## config.mk

```make
export PLATFORM = sky130hd
export DESIGN_NAME = ps2_rx_fifo
export DESIGN_NICKNAME = d
export VERILOG_FILES = /design/src/rtl/ps2_rx_fifo.sv
export SDC_FILE = /design/constraint.sdc
export NUM_CORES = 1
export LEC_CHECK = 0
export ABC_AREA = 1
export ABC_CLOCK_PERIOD_IN_PS = 3320
export CORE_ASPECT_RATIO = 1.25
export CORE_MARGIN = 5
export CORE_UTILIZATION = 58
export CTS_BUF_LIST = sky130_fd_sc_hd__clkbuf_4
export DETAILED_ROUTE_END_ITERATION = 7
export MAX_ROUTING_LAYER = met4
export PLACE_DENSITY = 0.79
export SLEW_MARGIN = 40
export SYNTH_ARGS = -nofsm -noshare
export SYNTH_HDL_FRONTEND = slang
export SYNTH_SLANG_ARGS = --single-unit
```

## constraint.sdc

```tcl
create_clock -name clk -period 3.32 [get_ports clk]
set_input_delay 0.664 -clock clk [delete_from_list [all_inputs] [get_ports clk]]
set_output_delay 0.664 -clock clk [all_outputs]
set_load 0.05 [all_outputs]
```

## src/rtl/ps2_rx_fifo.sv

```systemverilog
// PS/2 device-to-host receiver: synchronizes the raw lines, deframes and validates 11-bit frames,
// and buffers scan codes in a small FIFO drained by a nextdata_n handshake.
// Optional build macro: PS2_PARITY_CHECK_EN rejects frames with incorrect odd parity.
module ps2_rx_fifo #(
  parameter int DEPTH_LOG2 = 3,
  parameter int TIMEOUT    = 5000
) (
  input  logic       clk,
  input  logic       clr,
  input  logic       ps2_clk,
  input  logic       ps2_data,
  input  logic       nextdata_n,
  output logic [7:0] data,
  output logic       ready,
  output logic       overflow,
  output logic       frame_err
);
  localparam int DEPTH = 1 << DEPTH_LOG2;
  localparam int TW    = $clog2(TIMEOUT + 1);
  localparam int PW    = DEPTH_LOG2 + 1;
  localparam logic [TW-1:0] TO_MAX = TW'(TIMEOUT);

  typedef enum logic {IDLE, RECV} state_t;

  logic [2:0]             pc_sync_q, pc_sync_d;
  logic [1:0]             pd_sync_q, pd_sync_d;
  state_t                 state_q, state_d;
  logic [3:0]             bit_cnt_q, bit_cnt_d;
  logic [7:0]             shreg_q, shreg_d;
  logic                   par_q, par_d;
  logic [TW-1:0]          to_cnt_q, to_cnt_d;
  logic                   frame_err_q, frame_err_d;
  logic                   nd_q, nd_d, nd_dly_q, nd_dly_d;
  logic                   ovf_q, ovf_d;
  logic [PW-1:0]          wr_ptr_q, wr_ptr_d, rd_ptr_q, rd_ptr_d;
  logic [DEPTH-1:0][7:0]  mem_q, mem_d;

  logic fall, bit_in, frame_ok, wr_en;
  logic empty, full, pop, push, drop;

  assign fall   = (pc_sync_q[2:1] == 2'b10);
  assign bit_in = pd_sync_q[1];

  // bit_in is the stop bit when this is consulted; shreg/par hold the rest of the frame
`ifdef PS2_PARITY_CHECK_EN
  assign frame_ok = bit_in & (^{shreg_q, par_q});
`else
  assign frame_ok = bit_in;
`endif

  always_comb begin
    pc_sync_d   = {pc_sync_q[1:0], ps2_clk};
    pd_sync_d   = {pd_sync_q[0], ps2_data};
    state_d     = state_q;
    bit_cnt_d   = bit_cnt_q;
    shreg_d     = shreg_q;
    par_d       = par_q;
    to_cnt_d    = to_cnt_q;
    frame_err_d = 1'b0;
    wr_en       = 1'b0;
    case (state_q)
      IDLE: begin
        to_cnt_d = '0;
        if (fall) begin
          if (!bit_in) begin
            state_d   = RECV;
            bit_cnt_d = 4'd1;
          end else begin
            frame_err_d = 1'b1;
          end
        end
      end
      RECV: begin
        if (fall) begin
          to_cnt_d  = '0;
          bit_cnt_d = bit_cnt_q + 4'd1;
          if (bit_cnt_q <= 4'd8) begin
            shreg_d = {bit_in, shreg_q[7:1]};
          end else if (bit_cnt_q == 4'd9) begin
            par_d = bit_in;
          end else begin
            state_d   = IDLE;
            bit_cnt_d = '0;
            if (frame_ok) wr_en = 1'b1;
            else          frame_err_d = 1'b1;
          end
        end else if (to_cnt_q == TO_MAX) begin
          // device stalled mid-frame: drop the partial byte
          state_d     = IDLE;
          bit_cnt_d   = '0;
          shreg_d     = '0;
          to_cnt_d    = '0;
          frame_err_d = 1'b1;
        end else begin
          to_cnt_d = to_cnt_q + TW'(1);
        end
      end
      default: state_d = IDLE;
    endcase
  end

  always_comb begin
    nd_d     = nextdata_n;
    nd_dly_d = nd_q;
    empty    = (wr_ptr_q == rd_ptr_q);
    full     = (wr_ptr_q[DEPTH_LOG2] != rd_ptr_q[DEPTH_LOG2]) &&
               (wr_ptr_q[DEPTH_LOG2-1:0] == rd_ptr_q[DEPTH_LOG2-1:0]);
    pop      = nd_dly_q & ~nd_q & ~empty;
    // a same-cycle pop frees the slot the write lands in
    push     = wr_en & (~full | pop);
    drop     = wr_en & full & ~pop;
    mem_d    = mem_q;
    if (push) mem_d[wr_ptr_q[DEPTH_LOG2-1:0]] = shreg_q;
    wr_ptr_d = wr_ptr_q + PW'(push);
    rd_ptr_d = rd_ptr_q + PW'(pop);
    ovf_d    = ovf_q;
    if (drop)     ovf_d = 1'b1;
    else if (pop) ovf_d = 1'b0;
  end

  always_ff @(posedge clk or posedge clr) begin
    if (clr) begin
      pc_sync_q   <= 3'b111;
      pd_sync_q   <= 2'b11;
      state_q     <= IDLE;
      bit_cnt_q   <= '0;
      shreg_q     <= '0;
      par_q       <= 1'b0;
      to_cnt_q    <= '0;
      frame_err_q <= 1'b0;
      nd_q        <= 1'b1;
      nd_dly_q    <= 1'b1;
      ovf_q       <= 1'b0;
      wr_ptr_q    <= '0;
      rd_ptr_q    <= '0;
      mem_q       <= '0;
    end else begin
      pc_sync_q   <= pc_sync_d;
      pd_sync_q   <= pd_sync_d;
      state_q     <= state_d;
      bit_cnt_q   <= bit_cnt_d;
      shreg_q     <= shreg_d;
      par_q       <= par_d;
      to_cnt_q    <= to_cnt_d;
      frame_err_q <= frame_err_d;
      nd_q        <= nd_d;
      nd_dly_q    <= nd_dly_d;
      ovf_q       <= ovf_d;
      wr_ptr_q    <= wr_ptr_d;
      rd_ptr_q    <= rd_ptr_d;
      mem_q       <= mem_d;
    end
  end

  assign data      = mem_q[rd_ptr_q[DEPTH_LOG2-1:0]];
  assign ready     = ~empty;
  assign overflow  = ovf_q;
  assign frame_err = frame_err_q;
endmodule

```

==> impl_metrics.json <==
{
  "outcome": "complete, no violations",
  "route.detailed.drc": 0,
  "path_clk_slew_ns": 0.15,
  "leakage_nw": 3.01,
  "syn-num-nets": 665,
  "cts_sinks": 107,
  "seq_area_frac_synth_pct": 50.3,
  "relSlewSlack_pct": 52.0,
  "dieArea_um2": 11200,
  "postPlaceCellArea_um2": 5520,
  "cts_tree": "yes",
  "htreeDepth": 3,
  "drv_cap": 0,
  "viasPerCell": 5.79,
  "critical_path_class": "flop to primary output",
  "routedWlPerCell_um": 16.5,
  "rows": 39,
  "timing.rr.end": "mem_q[27]$_DFFE_PP0P_",
  "drive_gt1_share_pct": 8.73,
  "rsz0062_at_grt": "false",
  "ios": 16,
  "grt_max_degree": 47,
  "crit_path_end_kind": "primary output",
  "hp-class": "flop to flop",
  "place.gp.congestion": 0.963,
  "synth_cells": 651,
  "reg2reg_from": "rd_ptr_q[1]$_DFF_PP0_",
  "worstMarginPinSlew_ns": 0.719,
  "finalWirelength_um": 12800,
  "r2r_setup_slack_ns": 0.73,
  "grt.overflow.total": 0,
  "start_util_pct": 58.9,
  "grt_pass1_vias": 4303,
  "hold_depth": 0,
  "die_x_um": 95.9,
  "vias": 4495,
  "cp.required_ns": 2.66,
  "hpwl_um": 9050,
  "path_buf_inv": 2,
  "setup-violations-final": 0,
  "cp_slowest_cell": "dfrtp_1",
  "drt_iter0_drc": 403,
  "netlist_area_um2": 5340,
  "nets": 662,
  "die_y_um": 117,
  "yosys_warnings": 0,
  "antenna_left": 0,
  "path_cells": "inv_2 -> o21ai_0 -> o22ai_1 -> nand2_1 -> nand2_1 -> dlymetal6s2s_1",
  "avgSynthCellArea_um2": 8.21,
  "numCtsBuffers": 9,
  "area_growth_pct": 6.53,
  "crit_family": "buffers and inverters",
  "fin_area_um2": 5690,
  "fmax_ghz": 0.338,
  "synth_cell_type_count": 30,
  "r2r_cells": 9,
  "startpoint": "rd_ptr_q[1]$_DFF_PP0_",
  "crit_arrival_ns": 2.29,
  "hold_start": "pc_sync_q[0]$_DFF_PP1_",
  "fin_setup_tns_ns": 0,
  "ys_ff_latch": 107,
  "antennaDiodeCount": 0,
  "drtPass1Iterations": 5,
  "total_power_mw": 3.75,
  "min_period_ns": 2.96,
  "grt_pass1_wl_um": 21300,
  "insertion_delay_ns": 0.46,
  "drv_slew": 0,
  "finClkSkew_ns": 0.0205,
  "finalHoldViolations": 0,
  "grt_usage_pct": 24.9,
  "portBuffers": 15,
  "nFillCells": 825,
  "cts_buffer_depth": 2,
  "post-route-period-util_pct": 89.0,
  "hold_end": "pc_sync_q[1]$_DFF_PP1_",
  "crit_top_cell": "nand2_1",
  "p_per_area_nw_per_um2": 658,
  "ir_drop_mv": 0.329,
  "critPathLaunchType": "flop",
  "max_stage_delay_ns": 0.63,
  "clockRootBuffer": "clkbuf_4",
  "cp_max_fo": 20,
  "coreArea_um2": 9080,
  "grt_antenna_before_repair": 0
}
[final cells by class]
cell class / instances / area, um2 / area share, %
Multi-Input combinational cell: 469 / 2290 / 40.3
Timing Repair Buffer: 24 / 260 / 4.57
Tap cell: 123 / 154 / 2.70
Sequential cell: 107 / 2690 / 47.2
Clock inverter: 6 / 81.3 / 1.43
Clock buffer: 10 / 75.1 / 1.32
Inverter: 37 / 143 / 2.51
[metrics by stage]
| stage | worst slack [ns] | cells | utilization (%) | hold WS, ns |
|---|---|---|---|---|
| 2_1_floorplan | 1.19 | 651 | - | 0.345 |
| 3_3_place_gp | 0.573 | 760 | 60.8 | 0.346 |
| 3_5_place_dp | 0.542 | 760 | 60.8 | 0.347 |
| 4_1_cts | 0.0142 | 776 | 62.5 | 0.367 |
| 6_report | 0.365 | 776 | 62.7 | 0.366 |
| 5_1_grt | 0.199 | 776 | 62.7 | 0.369 |
[synthesized netlist by cell type]
cell type | number | share of area [%]
nand2_1 | 213 | 15
dfrtp_1 | 100 | 47
nand4_1 | 74 | 8.7
nor2_1 | 65 | 4.6
o21ai_0 | 32 | 3.0
inv_1 | 25 | 1.8
nand3_1 | 22 | 2.1
o22ai_1 | 16 | 1.9
inv_2 | 12 | 0.84
clkbuf_1 | 11 | 0.77
buf_1 | 9 | 0.63
ha_1 | 9 | 2.1
buf_6 | 8 | 1.7
nand3_2 | 8 | 1.5
buf_4 | 7 | 0.98
dfstp_2 | 7 | 3.4
nor3_1 | 7 | 0.66
xnor2_1 | 5 | 0.82
a21oi_1 | 4 | 0.37
xor2_1 | 4 | 0.66
buf_2 | 3 | 0.28
o21ai_1 | 2 | 0.19
a21oi_2 | 1 | 0.16
and3_1 | 1 | 0.12
nand4_4 | 1 | 0.40
nor2_2 | 1 | 0.12
nor3b_1 | 1 | 0.14
o211ai_1 | 1 | 0.14
o21bai_1 | 1 | 0.14
o31ai_1 | 1 | 0.14
[cell usage in the layout (no fill, tap or decap), types with 10 or more instances in the layout]
cell,count
inv_1,24
nor2_1,64
nand4_1,74
dfrtp_1,100
inv_2,12
o22ai_1,16
clkbuf_4,10
nand3_1,22
nand2_1,213
o21ai_0,32
[sequential cells by signal, summed over array words and instances, names as in the netlist]
register   cells
state_q        1
mem_q         64
rd_ptr_q       4
bit_cnt_q      4
overflow       1
shreg_q        8
frame_err      1
nd_dly_d       1
pc_sync_q      3
to_cnt_q      13
wr_ptr_q       4
nd_dly_q       1
pd_sync_q      2
[per-layer routing]
layer  track usage (%)  wire, um
met4              10.4       480
met3              4.35       641
met2              37.8      6340
met1              32.9      5360
met5                 -         0
[repair_timing]
action	in CTS	in global routing
hold buffers	0	0
buffers inserted	0	0
setup endpoints to repair	0	8
gates resized for setup	0	8
[cells by family after synthesis]
kind of cell	Yosys count	share of synthesized area, %
AOI/OAI and AO/OA	58	6.02
xor gates and xnor gates	9	1.47
adders and majority gates	9	2.11
buffers and inverters	75	6.95
DFF	107	50.3
and+or+nand+nor	393	33.2
[power breakdown]
group	switching, mW	leakage (nW)	internal [mW]
Clock	0.408	0.0838	0.309
Combinational	0.922	1.48	0.424
Sequential	0.276	1.45	1.41
[worst reg2reg max path: cells and delay by family (launching register included)]
family | cells | cell delay, ns
buffers and inverters | 3 | 0.88
flip-flops | 1 | 0.74
AND/OR/NAND/NOR | 6 | 0.90
[how the worst max path moves through the flow]
stage	to	slack (ns)	cells past startpoint
after global routing	data[2]	0.20	6
after floorplan	data[6]	1.19	7
final	data[2]	0.36	6
after detailed placement	data[2]	0.54	6
after CTS	data[2]	0.01	6
after global placement	data[2]	0.57	6
Note: power is estimated with default switching activity, not from simulation.
==> RTL change: new RTL, same flow settings <==
Build with the macro `PS2_PARITY_CHECK_EN` defined.
--- a/src/rtl/ps2_rx_fifo.sv
+++ b/src/rtl/ps2_rx_fifo.sv
@@ -2,4 +2,6 @@
 // and buffers scan codes in a small FIFO drained by a nextdata_n handshake.
 // Optional build macro: PS2_PARITY_CHECK_EN rejects frames with incorrect odd parity.
+`define PS2_PARITY_CHECK_EN
+
 module ps2_rx_fifo #(
   parameter int DEPTH_LOG2 = 3,
Function: same outputs for any inputs over 10 cycles, from zero or initial values; that may be too few to reach the edited logic, so the function may still have changed.
==> RTL change against the original RTL <==
- count of clock-buffer cells in the layout up 1
- area after synthesis up 2.8%
- power down 9.9%
- setup slack worse by 0.064 ns
- sequential cell count up 1
- utilization down 0.10 points
- design area up 1.5%
- wire length up 4.1%
- critical path type unchanged
- largest cell class unchanged
- largest power group unchanged
==> RTL change: results <==
{
  "outcome": "finished clean",
  "cts-resized-gates": 0,
  "dr_wl_met3_microns": 903,
  "vias": 4720,
  "first_pass_iters": 5,
  "reg.largest.list": "mem_q x64, to_cnt_q x13, shreg_q x8",
  "multi_input_area_sq_um": 2370,
  "synthTopCellsByArea": "dfrtp_1 (46%), nand2_1 (12%), nand4_1 (7.7%)",
  "wl_met2_microns": 6350,
  "cts_buffers": 9,
  "viasPerCell": 6.01,
  "ir_worst_vdd_uv": 306,
  "worstPathMaxFanout": 33,
  "yosys.area_share.adder_pct": 2.05,
  "m1WireLength_microns": 5330,
  "combPwrFrac_pct": 39.2,
  "seq_area_frac_synth_pct": 49.4,
  "power_mw": 3.38,
  "p_leak_nw": 3.00,
  "first_global_vias": 4591,
  "seqPwrFrac_pct": 43.3,
  "grt_use_total_pct": 25.0,
  "antenna_cells": 0,
  "min_path_type": "flip-flop to flip-flop",
  "syn-num-nets": 676,
  "wire_per_inst_microns": 17.0,
  "use_met3_pct": 4.21,
  "met2_usage_pct": 38.6,
  "fillerInstances": 759,
  "place_congestion": 0.931,
  "avgSynthCellArea_sq_um": 8.30,
  "grt_util_met1_pct": 30.7,
  "nNetsFinal": 673,
  "critPathArrivalTime_ns": 2.35,
  "dp_slack_ns": 0.733,
  "cts_max_path_buffers": 2,
  "critPathMaxStageDelay_ns": 0.59,
  "synth-compound-area-share_pct": 7.40,
  "path_clk_slew_ns": 0.15,
  "placed_cell_area_sq_um": 5660,
  "root_buffer": "clkbuf_4",
  "drt-initial-drc-count": 386,
  "clk_latency_ns": 0.49,
  "fin_skew_ns": 0.0240,
  "grt_max_degree": 66,
  "synthFlopType": "dfrtp_1",
  "placed_cells": 771,
  "drive_gt1_share_pct": 9.95,
  "tightestPinTransition_ns": 0.798,
  "swShare_pct": 43.2,
  "synth_xor_area_share_pct": 2.23,
  "critPathSlowestCell": "inv_1",
  "synth_common_cells": "nand2_1 (177), dfrtp_1 (101), nor2_1 (87)",
  "hpwl_microns": 8920,
  "grt_pass1_wl_microns": 22600
}
-- RTL change: worst reg2reg max path: cells and delay by family, from the launching register on --
kind	cells	cell delay (ns)
buffers and inverters	2	1.02
DFF	1	0.41
and+or+nand+nor	7	0.98
-- RTL change: worst paths after layout --
| kind | from | end | slack [ns] | cells after the start |
|---|---|---|---|---|
| hold reg to reg | pc_sync_q[0] | pc_sync_q[1] | 0.37 | 0 |
| max in group asynchronous | clr | mem_q[56] | 1.91 | 4 |
| hold / removal | pc_sync_q[0] | pc_sync_q[1] | 0.37 | 0 |
| min in group asynchronous | clr | to_cnt_q[12] | 0.60 | 2 |
| setup / recovery | rd_ptr_q[0] | data[5] | 0.30 | 6 |
| setup reg to reg | rd_ptr_q[0] | mem_q[57] | 0.80 | 9 |
-- RTL change: layout make-up --
type	count	area share [%]
clock inverters	4	0.477
well taps	123	2.66
repair buffers	26	4.29
flip-flops and latches	108	47.0
multi-input cells	468	41.1
clock buffers	11	1.43
inverters	46	3.05
